## src/rtl/imem_arbiter.sv

```systemverilog
// imem_arbiter
// Shares the byte-addressed instruction memory port between the IF-stage
// fetch (read-only) and the program loader (write-only). Each request becomes
// one word access with a fixed response latency. Alignment and range are
// checked, and illegal requests keep the same timing without strobing memory.
// Optional build macro: IMEM_ARB_STATS_EN adds the fetch_stall_cnt output.
module imem_arbiter #(
    parameter int ADDR_WIDTH       = 32,
    parameter int DATA_WIDTH       = 32,
    parameter int MEM_BYTES        = 1024,
    parameter int LOADER_BURST_MAX = 4
) (
    input  logic                  clk,
    input  logic                  rst,
    input  logic                  fetch_req,
    input  logic [ADDR_WIDTH-1:0] fetch_addr,
    output logic                  fetch_gnt,
    output logic                  fetch_rvalid,
    output logic [DATA_WIDTH-1:0] fetch_rdata,
    output logic                  fetch_err,
    input  logic                  ld_req,
    input  logic [ADDR_WIDTH-1:0] ld_addr,
    input  logic [DATA_WIDTH-1:0] ld_wdata,
    output logic                  ld_gnt,
    output logic                  ld_ack,
    output logic                  ld_err,
`ifdef IMEM_ARB_STATS_EN
    output logic [15:0]           fetch_stall_cnt,
`endif
    output logic [ADDR_WIDTH-1:0] mem_address,
    output logic [DATA_WIDTH-1:0] mem_write_data,
    output logic                  mem_read,
    output logic                  mem_write,
    input  logic [DATA_WIDTH-1:0] mem_read_data
);

    localparam int CNT_W = (LOADER_BURST_MAX < 1) ? 1 : $clog2(LOADER_BURST_MAX + 1);
    localparam logic [ADDR_WIDTH-1:0] MAX_WORD_ADDR = ADDR_WIDTH'(MEM_BYTES - 4);
    localparam logic [CNT_W-1:0]      BURST_LIMIT   = CNT_W'(LOADER_BURST_MAX);

    typedef enum logic [1:0] {
        IDLE     = 2'd0,
        ISSUE_RD = 2'd1,
        RESP_RD  = 2'd2,
        ISSUE_WR = 2'd3
    } state_t;

    state_t                r_state;
    logic [CNT_W-1:0]      r_burst;
    logic                  r_err;

    state_t                w_state_nxt;
    logic [CNT_W-1:0]      w_burst_nxt;
    logic                  w_err_nxt;
    logic                  w_fetch_gnt_nxt;
    logic                  w_fetch_rvalid_nxt;
    logic [DATA_WIDTH-1:0] w_fetch_rdata_nxt;
    logic                  w_fetch_err_nxt;
    logic                  w_ld_gnt_nxt;
    logic                  w_ld_ack_nxt;
    logic                  w_ld_err_nxt;
    logic [ADDR_WIDTH-1:0] w_mem_address_nxt;
    logic [DATA_WIDTH-1:0] w_mem_wdata_nxt;
    logic                  w_mem_read_nxt;
    logic                  w_mem_write_nxt;

    logic                  w_fetch_legal;
    logic                  w_ld_legal;
    logic                  w_ld_win;
    logic                  w_fetch_win;

    // A word access is legal when aligned and fully inside the memory.
    function automatic logic addr_legal(input logic [ADDR_WIDTH-1:0] a);
        return (a[1:0] == 2'b00) && (a <= MAX_WORD_ADDR);
    endfunction

    // Arbitration decision; only meaningful while IDLE.
    always_comb begin
        w_fetch_legal = addr_legal(fetch_addr);
        w_ld_legal    = addr_legal(ld_addr);
        w_ld_win      = (r_state == IDLE) && ld_req &&
                        !(fetch_req && (r_burst == BURST_LIMIT));
        w_fetch_win   = (r_state == IDLE) && fetch_req && !w_ld_win;
    end

    // Next-state and next-output computation; every output is a one-cycle
    // pulse unless set again, address/write-data hold between accesses.
    always_comb begin
        w_state_nxt        = r_state;
        w_burst_nxt        = r_burst;
        w_err_nxt          = r_err;
        w_fetch_gnt_nxt    = 1'b0;
        w_fetch_rvalid_nxt = 1'b0;
        w_fetch_rdata_nxt  = '0;
        w_fetch_err_nxt    = 1'b0;
        w_ld_gnt_nxt       = 1'b0;
        w_ld_ack_nxt       = 1'b0;
        w_ld_err_nxt       = 1'b0;
        w_mem_address_nxt  = mem_address;
        w_mem_wdata_nxt    = mem_write_data;
        w_mem_read_nxt     = 1'b0;
        w_mem_write_nxt    = 1'b0;
        case (r_state)
            IDLE: begin
                if (w_ld_win) begin
                    w_ld_gnt_nxt = 1'b1;
                    w_err_nxt    = !w_ld_legal;
                    w_burst_nxt  = fetch_req ? (r_burst + CNT_W'(1)) : '0;
                    if (w_ld_legal) begin
                        w_mem_write_nxt   = 1'b1;
                        w_mem_address_nxt = ld_addr;
                        w_mem_wdata_nxt   = ld_wdata;
                    end
                    w_state_nxt = ISSUE_WR;
                end else if (w_fetch_win) begin
                    w_fetch_gnt_nxt = 1'b1;
                    w_err_nxt       = !w_fetch_legal;
                    w_burst_nxt     = '0;
                    if (w_fetch_legal) begin
                        w_mem_read_nxt    = 1'b1;
                        w_mem_address_nxt = fetch_addr;
                    end
                    w_state_nxt = ISSUE_RD;
                end
            end
            ISSUE_RD: begin
                // Memory registers the read on this edge.
                w_state_nxt = RESP_RD;
            end
            RESP_RD: begin
                w_fetch_rvalid_nxt = 1'b1;
                w_fetch_err_nxt    = r_err;
                w_fetch_rdata_nxt  = r_err ? '0 : mem_read_data;
                w_state_nxt        = IDLE;
            end
            ISSUE_WR: begin
                w_ld_ack_nxt = 1'b1;
                w_ld_err_nxt = r_err;
                w_state_nxt  = IDLE;
            end
            default: w_state_nxt = IDLE;
        endcase
    end

    // State and registered outputs; reset drops any in-flight access.
    always_ff @(posedge clk or posedge rst) begin
        if (rst) begin
            r_state        <= IDLE;
            r_burst        <= '0;
            r_err          <= 1'b0;
            fetch_gnt      <= 1'b0;
            fetch_rvalid   <= 1'b0;
            fetch_rdata    <= '0;
            fetch_err      <= 1'b0;
            ld_gnt         <= 1'b0;
            ld_ack         <= 1'b0;
            ld_err         <= 1'b0;
            mem_address    <= '0;
            mem_write_data <= '0;
            mem_read       <= 1'b0;
            mem_write      <= 1'b0;
        end else begin
            r_state        <= w_state_nxt;
            r_burst        <= w_burst_nxt;
            r_err          <= w_err_nxt;
            fetch_gnt      <= w_fetch_gnt_nxt;
            fetch_rvalid   <= w_fetch_rvalid_nxt;
            fetch_rdata    <= w_fetch_rdata_nxt;
            fetch_err      <= w_fetch_err_nxt;
            ld_gnt         <= w_ld_gnt_nxt;
            ld_ack         <= w_ld_ack_nxt;
            ld_err         <= w_ld_err_nxt;
            mem_address    <= w_mem_address_nxt;
            mem_write_data <= w_mem_wdata_nxt;
            mem_read       <= w_mem_read_nxt;
            mem_write      <= w_mem_write_nxt;
        end
    end

`ifdef IMEM_ARB_STATS_EN
    // Count edges where a fetch is requested but not granted; saturating.
    always_ff @(posedge clk or posedge rst) begin
        if (rst) begin
            fetch_stall_cnt <= '0;
        end else if (fetch_req && !w_fetch_win && (fetch_stall_cnt != 16'hFFFF)) begin
            fetch_stall_cnt <= fetch_stall_cnt + 16'd1;
        end
    end
`endif

endmodule

```

## config.mk

```make
export PLATFORM = sky130hd
export DESIGN_NAME = imem_arbiter
export DESIGN_NICKNAME = d
export VERILOG_FILES = /design/src/rtl/imem_arbiter.sv
export SDC_FILE = /design/constraint.sdc
export NUM_CORES = 1
export LEC_CHECK = 0
export BUFFER_PORTS_ARGS = -buffer_cell sky130_fd_sc_hd__buf_2
export CAP_MARGIN = 20
export CORE_MARGIN = 2
export CORE_UTILIZATION = 39
export CTS_CLUSTER_SIZE = 12
export DETAILED_ROUTE_END_ITERATION = 6
export GPL_TIMING_DRIVEN = 1
export PLACE_DENSITY_LB_ADDON = 0.12
export SYNTH_ARGS = -nofsm -noshare
export SYNTH_HDL_FRONTEND = slang
export SYNTH_SLANG_ARGS = --single-unit
```

## constraint.sdc

```tcl
create_clock -name clk -period 2.88 [get_ports clk]
set_input_delay 0 -clock clk [delete_from_list [all_inputs] [get_ports clk]]
set_output_delay 0 -clock clk [all_outputs]
set_load 0.05 [all_outputs]
```

* After elaboration in Yosys (flattened, before gate mapping)
Index checks and enable logic that the tools add are counted.
** Cells by class
- Eq/ne operators :: 6
- Add/subtract/negate cells :: 1
- Reductions and logical operators :: 20
- Order comparisons :: 2
- Muxes and demuxes :: 30
** Operators with widths (number)
- 32-bit two-way mux :: 6
- 32-bit by 10-bit less-or-equal comparator with 1-bit output (second input constant) :: 2
- 1-bit two-way mux :: 18
- 3-bit two-way mux :: 3
- 1-bit logical AND :: 7
- 2-bit logical NOT :: 3
- 2-bit one-hot mux with 3 select lines :: 1
- 2-bit equality test (second input constant) :: 2
- 1-bit logical NOT :: 4
- 2-bit two-way mux :: 2
- 4-bit AND reduction :: 1
- 2-bit nonzero test :: 2
- 3-bit by 1-bit adder with 3-bit output (second input constant) :: 1
- 3-bit equality test (second input constant) :: 1
- 3-bit != test (second input constant) :: 1
- 3-bit AND reduction :: 1
- 2-bit by 1-bit equality test with 1-bit output (second input constant) :: 1
- 2-bit != test (second input constant) :: 1
- 2-bit AND reduction :: 1
- 2-bit OR reduction :: 1
** Storage, ports and cells
- Register bits :: 110
- Logic and storage cells :: 73
- Output and inout port bits :: 104
- Bits of input ports :: 132

* Logic depth before layout (Yosys ltp)
Gate-level depths: netlist (run 1).
- Depth in word-level cells :: 9
- Depth in mapped cells :: 9
- Depth with buffers taken out :: 8

* Least setup slack after synthesis (run 1)
OpenSTA, ideal clock, no wires.
- Path kind :: reg-to-reg
- Start :: reg r_burst[0]
- End :: reg mem_write_data[0]
- Data required time :: 2.755 ns
- Cell stages (with the launch flop) :: 8
- Period minus slack after synthesis :: 1.817 ns
- Data arrival time :: 1.692 ns
- Buffers on the path :: 1
- Library setup time :: 0.125 ns
- Setup slack :: 1.063 ns
- Path through :: dfrtp_1 -> inv_1 -> ha_1 -> nand3_1 -> nand3_1 -> nor3_4 -> buf_2 -> mux2_2
** Between the ends
- Cells in the longest elaborated chain, start to end :: 5
** Ends and longest elaborated chain
- start: declaration :: line 49 : logic [CNT_W-1:0] r_burst;
- start signal: assignment :: line 164 : r_burst <= w_burst_nxt;
- 3-bit equality test :: line 82 : !(fetch_req && (r_burst == BURST_LIMIT));
- 1-bit logical AND :: line 82
- 1-bit logical NOT :: line 82
- 1-bit logical AND :: line 81 : w_ld_win = (r_state == IDLE) && ld_req &&
- 3-bit AND reduction (no line)
- end signal: assignment :: line 174 : mem_write_data <= w_mem_wdata_nxt;
- end: declaration :: line 31 : output logic [DATA_WIDTH-1:0] mem_write_data,
No other way between the ends.
A chain may end at the register's enable or synchronous reset.

* Worst setup path in the final report (run 1)
- Start :: in fetch_addr[18]
- End :: reg mem_read
** Between the ends
- Cells in the longest elaborated chain, start to end :: 6
** Ends and longest elaborated chain
- start: declaration :: line 16 : input logic [ADDR_WIDTH-1:0] fetch_addr,
- 32-bit by 10-bit less-or-equal comparator with 1-bit output :: line 74 : return (a[1:0] == 2'b00) && (a <= MAX_WORD_ADDR);
- 1-bit logical AND :: line 74
- 1-bit two-way mux :: line 119 : if (w_fetch_legal) begin
- 1-bit two-way mux :: line 115 : end else if (w_fetch_win) begin
- 1-bit two-way mux :: line 105 : if (w_ld_win) begin
- 1-bit two-way mux :: line 103 : case (r_state)
- net w_mem_read_nxt :: line 64 : logic w_mem_read_nxt;
- end signal: assignment :: line 175 : mem_read <= w_mem_read_nxt;
- end: declaration :: line 32 : output logic mem_read,
The timed path passes the listed nets, and every way through them passes these cells.

==> results of run 1 <==
routing by layer:
metal / routed length, um / GRT usage
met5: 0 / 0
met3: 823 / 0.0532
met4: 252 / 0.0762
met1: 4370 / 0.230
met2: 5560 / 0.360
registers in the layout (all words and copies together), names as in the netlist:
| signal | count |
|---|---|
| r_state | 2 |
| ld_err | 1 |
| r_err | 1 |
| ld_gnt | 1 |
| fetch_rdata | 32 |
| mem_read | 1 |
| mem_write_data | 32 |
| ld_ack | 1 |
| fetch_err | 1 |
| fetch_gnt | 1 |
| r_burst | 3 |
| mem_address | 32 |
| fetch_rvalid | 1 |
| mem_write | 1 |
power by group:
part           internal [mW]  switching [mW]  total (mW)
Sequential              1.60          0.0269        1.63
Clock                  0.381           0.532       0.914
Combinational          0.266           0.327       0.593
Total                   2.25           0.886        3.13
worst max path at each step:
stage | start | endpoint | slack (ps) | cells after the start
floorplan | r_burst[0] | mem_write_data[0] | 1060 | 7
global placement | r_burst[0] | mem_write_data[13] | 830 | 8
detailed placement | r_burst[0] | mem_write_data[12] | 790 | 8
CTS | fetch_addr[18] | mem_read | 350 | 8
global route | fetch_addr[18] | mem_read | 200 | 8
finish | fetch_addr[18] | mem_read | 350 | 8
what timing repair did:
| action | CTS | global route |
|---|---|---|
| endpoints found under the setup margin | 0 | 0 |
| setup buffers | 0 | 0 |
| hold endpoints to repair | 185 | 0 |
| hold buffers | 87 | 0 |
metrics by stage:
| step | cell area, sq um | power [mW] | hold WS (ps) | std cells | worst slack, ps |
|---|---|---|---|---|---|
| floorplan | 4010 | 1.94 | 129 | 290 | 1060 |
| global placement | 5360 | 2.12 | 207 | 655 | 833 |
| detailed placement | 5360 | 2.12 | 208 | 655 | 790 |
| CTS | 6430 | 3.17 | 257 | 758 | 350 |
| global route | 6430 | 3.30 | 289 | 758 | 200 |
| finish | 6430 | 3.13 | 297 | 758 | 354 |
layout make-up:
cell class              count  share of cell area
clock buffers              11              0.0235
clock inverters             5             0.00797
inverters                   6             0.00408
multi-input cells         163               0.183
flip-flops and latches    110               0.428
well taps                 133              0.0259
repair buffers            330               0.327
cells in the final DEF, fill, tap and decap left out, types with 5 or more instances in the layout:
cell	n
nor4_1	13
mux2_2	36
dfrtp_1	110
dlygate4sd3_1	87
buf_4	8
nand2_1	29
clkbuf_8	11
buf_2	235
mux2_4	5
and2_1	58
o21ai_0	5
inv_1	5
critical path, stage by stage:
cell and delay (ps):
dlygate4sd3_1 530, buf_2 120, nor4_1 150, dlygate4sd3_1 580
nand2_1 70, dlygate4sd3_1 580, nor4_1 210, dlygate4sd3_1 580
logic make-up (layout without fill, tap and decap cells):
logic type	after synthesis	count (layout)	share of synthesized area
flip-flops	110	110	0.687
multiplexers	41	41	0.120
AO/OA/AOI/OAI	7	7	0.0103
adder cells (fa/ha/maj)	2	2	0.00625
buffers and inverters	17	352	0.0187
AND/OR/NAND/NOR	113	113	0.158
==> flow_summary_export.csv, run 1 <==
group,metric,value,unit
run_status,run_status,"complete, no violations",
synth,synth.avg_cell_area,13.8,sq um
finish,areaGrowthSynthToFinish,60.6,%
clocking,htree_levels,3,
global_route,overflow,0,
route,vias_per_cell,4.48,
sta,finalMaxSlewViolations,0,
finish,fin_util,0.652,
synth,synth_async_sr_flop_share,1.00,
synth,ys_warn_count,0,
floorplanning,rows,36,
critical_path,crit_path_start_kind,"input pin",
route,drc,0,
floorplanning,core_area,9860,sq um
synth,synthTopCellsByCount,"dfrtp_1 (110), and2_1 (58), mux2_2 (36)",
synth,synth-seq-cells,110,
clocking,cts_root_buf,"clkbuf_8",
route,vias,3397,
sta,clock.fmax,0.396,GHz
hold_path,hold_end,"mem_write",
global_route,grt_max_degree,57,
sta,setup_tns,0,ps
route,drt-total-wl,11.0,mm
clocking,clk_path_buf_depth,2,
route,drt_iter0_drc,104,
clocking,cts-resized-gates,0,
floorplanning,ioPinCount,236,
critical_path,r2r-start,"r_burst[0]",
finish,fill_cells,778,
hold_path,worstHoldStart,"ld_addr[20]",
global_route,grt_use_total,0.202,
synth,yosysSeqAreaShare,0.687,
finish,final_nets,754,
sta,hold_viol,0,
synth,yosys.cell_types.count,21,
global_route,grt_pass1_vias,3756,
finish,seqCellArea,2750,sq um
hold_path,hold_depth,5,
floorplanning,die-height,105,um
global_route,grt_pass1_wl,17.7,mm
route,wl_per_cell,14.5,um
flow_run,cap_violations,0,
synth,yosys.area.top_type,"dfrtp_1",
hold_path,min_path_type,"in -> reg",
placement,gp_congestion,0.746,
synth,synth_enable_flop_cells,0,
power,p_per_area,487,nW/um^2
sta,clock-skew-final,14.1,ps
floorplanning,dieArea,11100,sq um
critical_path,worstSetupPathType,"in -> reg",
sta,rsz0062_at_grt,"false",
critical_path,rr_endpoint,"mem_address[3]",
clocking,clk_pin_slew,100,ps
finish,diodes,0,
synth,synth_cells,290,
clocking,clock_sinks,110,
sta,finalCritPeriodShare,0.877,
placement,port_buffers,235,
placement,place_hpwl,7.21,mm
critical_path,cp-end-kind,"register",
critical_path,r2r_setup_slack,620,ps
sta,relSlewSlack,0.555,
sta,setup_viol,0,
power,p_leak,3.71,nW
synth,synth_most_common_cell,"dfrtp_1",
finish,drive_gt1_frac,0.485,
sta,worstMarginPinSlew,668,ps
clocking,cts_tree,"built",
power,vdd_drop_max,0.318,mV
clocking,insertion_delay,360,ps
global_route,antenna_found_initial,0,
route,ant_nets,0,
synth,yosysTopAreaCellShare,0.687,
floorplanning,die_w,105,um
synth,ys.flop_type,"dfrtp_1",
synth,yosys-top-cells-area,"dfrtp_1 (69%), mux2_2 (10%), and2_1 (9.1%)",
synth,synth_nets,424,
floorplanning,initial_core_util,0.406,
clocking,numCtsBuffers,9,
critical_path,cp_data_arrival_time,2810,ps
critical_path,required,3170,ps
finish,multi_input_area,1180,sq um
sta,fin_crit,2530,ps
critical_path,crit_fanout,2,
synth,netlist_area,4010,sq um
critical_path,rr_worst_depth,11,
route,drt_first_pass_iters,4,
Note: power is estimated with default switching activity, not from simulation.
==> inputs of run 2 (changes only) <==
Settings changed: CELL_PAD_IN_SITES_DETAIL_PLACEMENT set to 1, CELL_PAD_IN_SITES_GLOBAL_PLACEMENT set to 1, CORE_UTILIZATION 39 to 29.
==> run 2 against run 1 <==
Against the previous run: power up 11%; register-to-register slack worse by 60 ps; sequential share of layout area down 0.98 points; first-iteration DRC count down 12%; sequential cell count unchanged; die area up 33%; non-clock buffer count down 1; routed wire length up 12%; global-route usage down 3.0 points; design area up 2.4%; critical path type unchanged; largest cell class unchanged.
==> flow_summary_export.csv, run 2 (synthesized netlist as in run 1, its figures left out) <==
group,metric,value,unit
sta,setup_slack,266,ps
clocking,cts_tree,"built",
route,vias,3460,
clocking,insertion_delay,340,ps
critical_path,r2r_setup_slack,560,ps
route,drc,0,
clocking,numCtsBuffers,9,
global_route,grt_max_degree,58,
floorplanning,rows,42,
placement,dpl_worst_slack,725,ps
finish,layout_commonest_cell,"buf_2",
floorplanning,die-height,122,um
finish,final_nets,753,
sta,hold_viol,0,
critical_path,cp_common_cell,"dlygate4sd3_1",
critical_path,required,3170,ps
sta,finalMaxSlewViolations,0,
placement,dpl-instance-area,5430,sq um
clocking,clk_path_buf_depth,2,
critical_path,path_delay_family,"buffers and inverters",
finish,diodes,0,
power,switching_share,0.269,
critical_path,cp_slowest_stage_delay,580,ps
sta,finalCritPeriodShare,0.908,
sta,setup_tns,0,ps
critical_path,cp-end-kind,"register",
clocking,clk_pin_slew,70,ps
sta,clock-skew-final,4.08,ps
sta,setup_viol,0,
power,power_frac_clock,0.358,
power,p_switching,938,uW
route,wl_per_cell,15.5,um
sta,fin_hold_ws,115,ps
power,vdd_drop_max,0.214,mV
finish,largestRegisters,"fetch_rdata: 32 flops, mem_address: 32 flops, mem_write_data: 32 flops",
clocking,clock_sinks,110,
sta,worstMarginPinSlew,652,ps
route,drt_iter0_drc,92,
placement,place_hpwl,8.38,mm
run_status,run_status,"complete, no violations",
floorplanning,dieArea,14800,sq um
sta,relSlewSlack,0.564,
floorplanning,ioPinCount,236,
power,finalPower,3.48,mW
power,p_int,2.55,mW
power,p_leak,3.75,nW
power,power_frac_comb,0.175,
critical_path,crit_path_start_kind,"input pin",
critical_path,slowest_stage,"dlygate4sd3_1",
clocking,postCtsSetupBuffers,0,
critical_path,crit_buf_inv,5,
sta,rsz0062_at_grt,"false",
route,drt_first_pass_iters,4,
finish,areaGrowthSynthToFinish,64.4,%
sta,clock.fmax,0.383,GHz
global_route,grt_use_total,0.172,
flow_run,cap_violations,0,
global_route,antenna_found_initial,0,
power,p_per_area,529,nW/um^2
placement,port_buffers,235,
power,p_seq_frac,0.467,
global_route,grt_pass1_wl,19.5,mm
global_route,overflow,0,
route,drt-total-wl,12.4,mm
finish,drive_gt1_frac,0.486,
floorplanning,die_w,122,um
global_route,grt_pass1_vias,3782,
floorplanning,initial_core_util,0.300,
placement,gp_congestion,0.806,
sta,fin_crit,2610,ps
clocking,htree_levels,3,
finish,final_cell_mix,"buf_2 (235), dfrtp_1 (110), dlygate4sd3_1 (86)",
floorplanning,core_area,13300,sq um
route,vias_per_cell,4.33,
critical_path,worstSetupPathType,"in -> reg",
hold_path,min_path_type,"in -> reg",
critical_path,cp_data_arrival_time,2900,ps
clocking,cts_root_buf,"clkbuf_16",
critical_path,crit_chain,"dlygate4sd3_1, buf_2, nor4_1, dlygate4sd3_1, nand2_1, dlygate4sd3_1, nor4_1, dlygate4sd3_1",
route,ant_nets,0,
finish,fin_area,6590,sq um
critical_path,crit_fanout,2,
-- run 2: cell count changes in the layout (fill, tap and decap cells not counted), moves of 2 or more --
cell        delta
clkbuf_8      -11
clkinv_2       +2
clkbuf_16      +9
clkinvlp_4     +2
-- run 2: tightest hold or removal path: cells and delay by family --
family                 cells  cell delay [ps]
buffers and inverters      2              270
AOI/OAI and AO/OA          1              140
-- run 2: stage by stage --
step,cells,util
floorplan,290,-
global placement,698,0.407
detailed placement,698,0.407
CTS,800,0.493
global route,800,0.493
finish,800,0.493
-- run 2: path summary, 6_finish.rpt --
kind / startpoint / endpoint / cells past startpoint
hold reg to reg: mem_address[26] / mem_address[26] / 1
max in group asynchronous: rst / mem_write_data[9] / 4
min in group asynchronous: rst / fetch_rdata[2] / 3
setup reg to reg: r_burst[1] / mem_address[2] / 10
setup / recovery: fetch_addr[25] / mem_read / 8
hold / removal: ld_req / r_state[0] / 3
-- run 2: metal layers --
layer / GRT usage / wire, um
met5: 0 / 0
met2: 0.281 / 5830
met4: 0.0603 / 188
met3: 0.0557 / 1040
met1: 0.214 / 5310
-- run 2: area by class of cell --
type                    instances  area, sq um
well taps                     176          220
clock inverters                 7         72.6
multi-input cells             163         1180
inverters                       6         26.3
fillers                      1480         6760
flip-flops and latches        110         2750
clock buffers                   9          225
repair buffers                329         2110
-- run 2: power by group through the flow --
stage / Sequential, mW / Clock, mW / Combinational (mW)
after floorplan: 1.77 / 0 / 0.164
after global placement: 1.65 / 0 / 0.479
after detailed placement: 1.66 / 0 / 0.486
after CTS: 1.63 / 1.30 / 0.615
after global routing: 1.63 / 1.36 / 0.673
final: 1.63 / 1.25 / 0.611
-- run 2: timing repair --
| action | 4_1_cts | 5_1_grt |
|---|---|---|
| resized for setup | 0 | 0 |
| hold buffers | 86 | 0 |
| endpoints found under the hold margin | 101 | 0 |
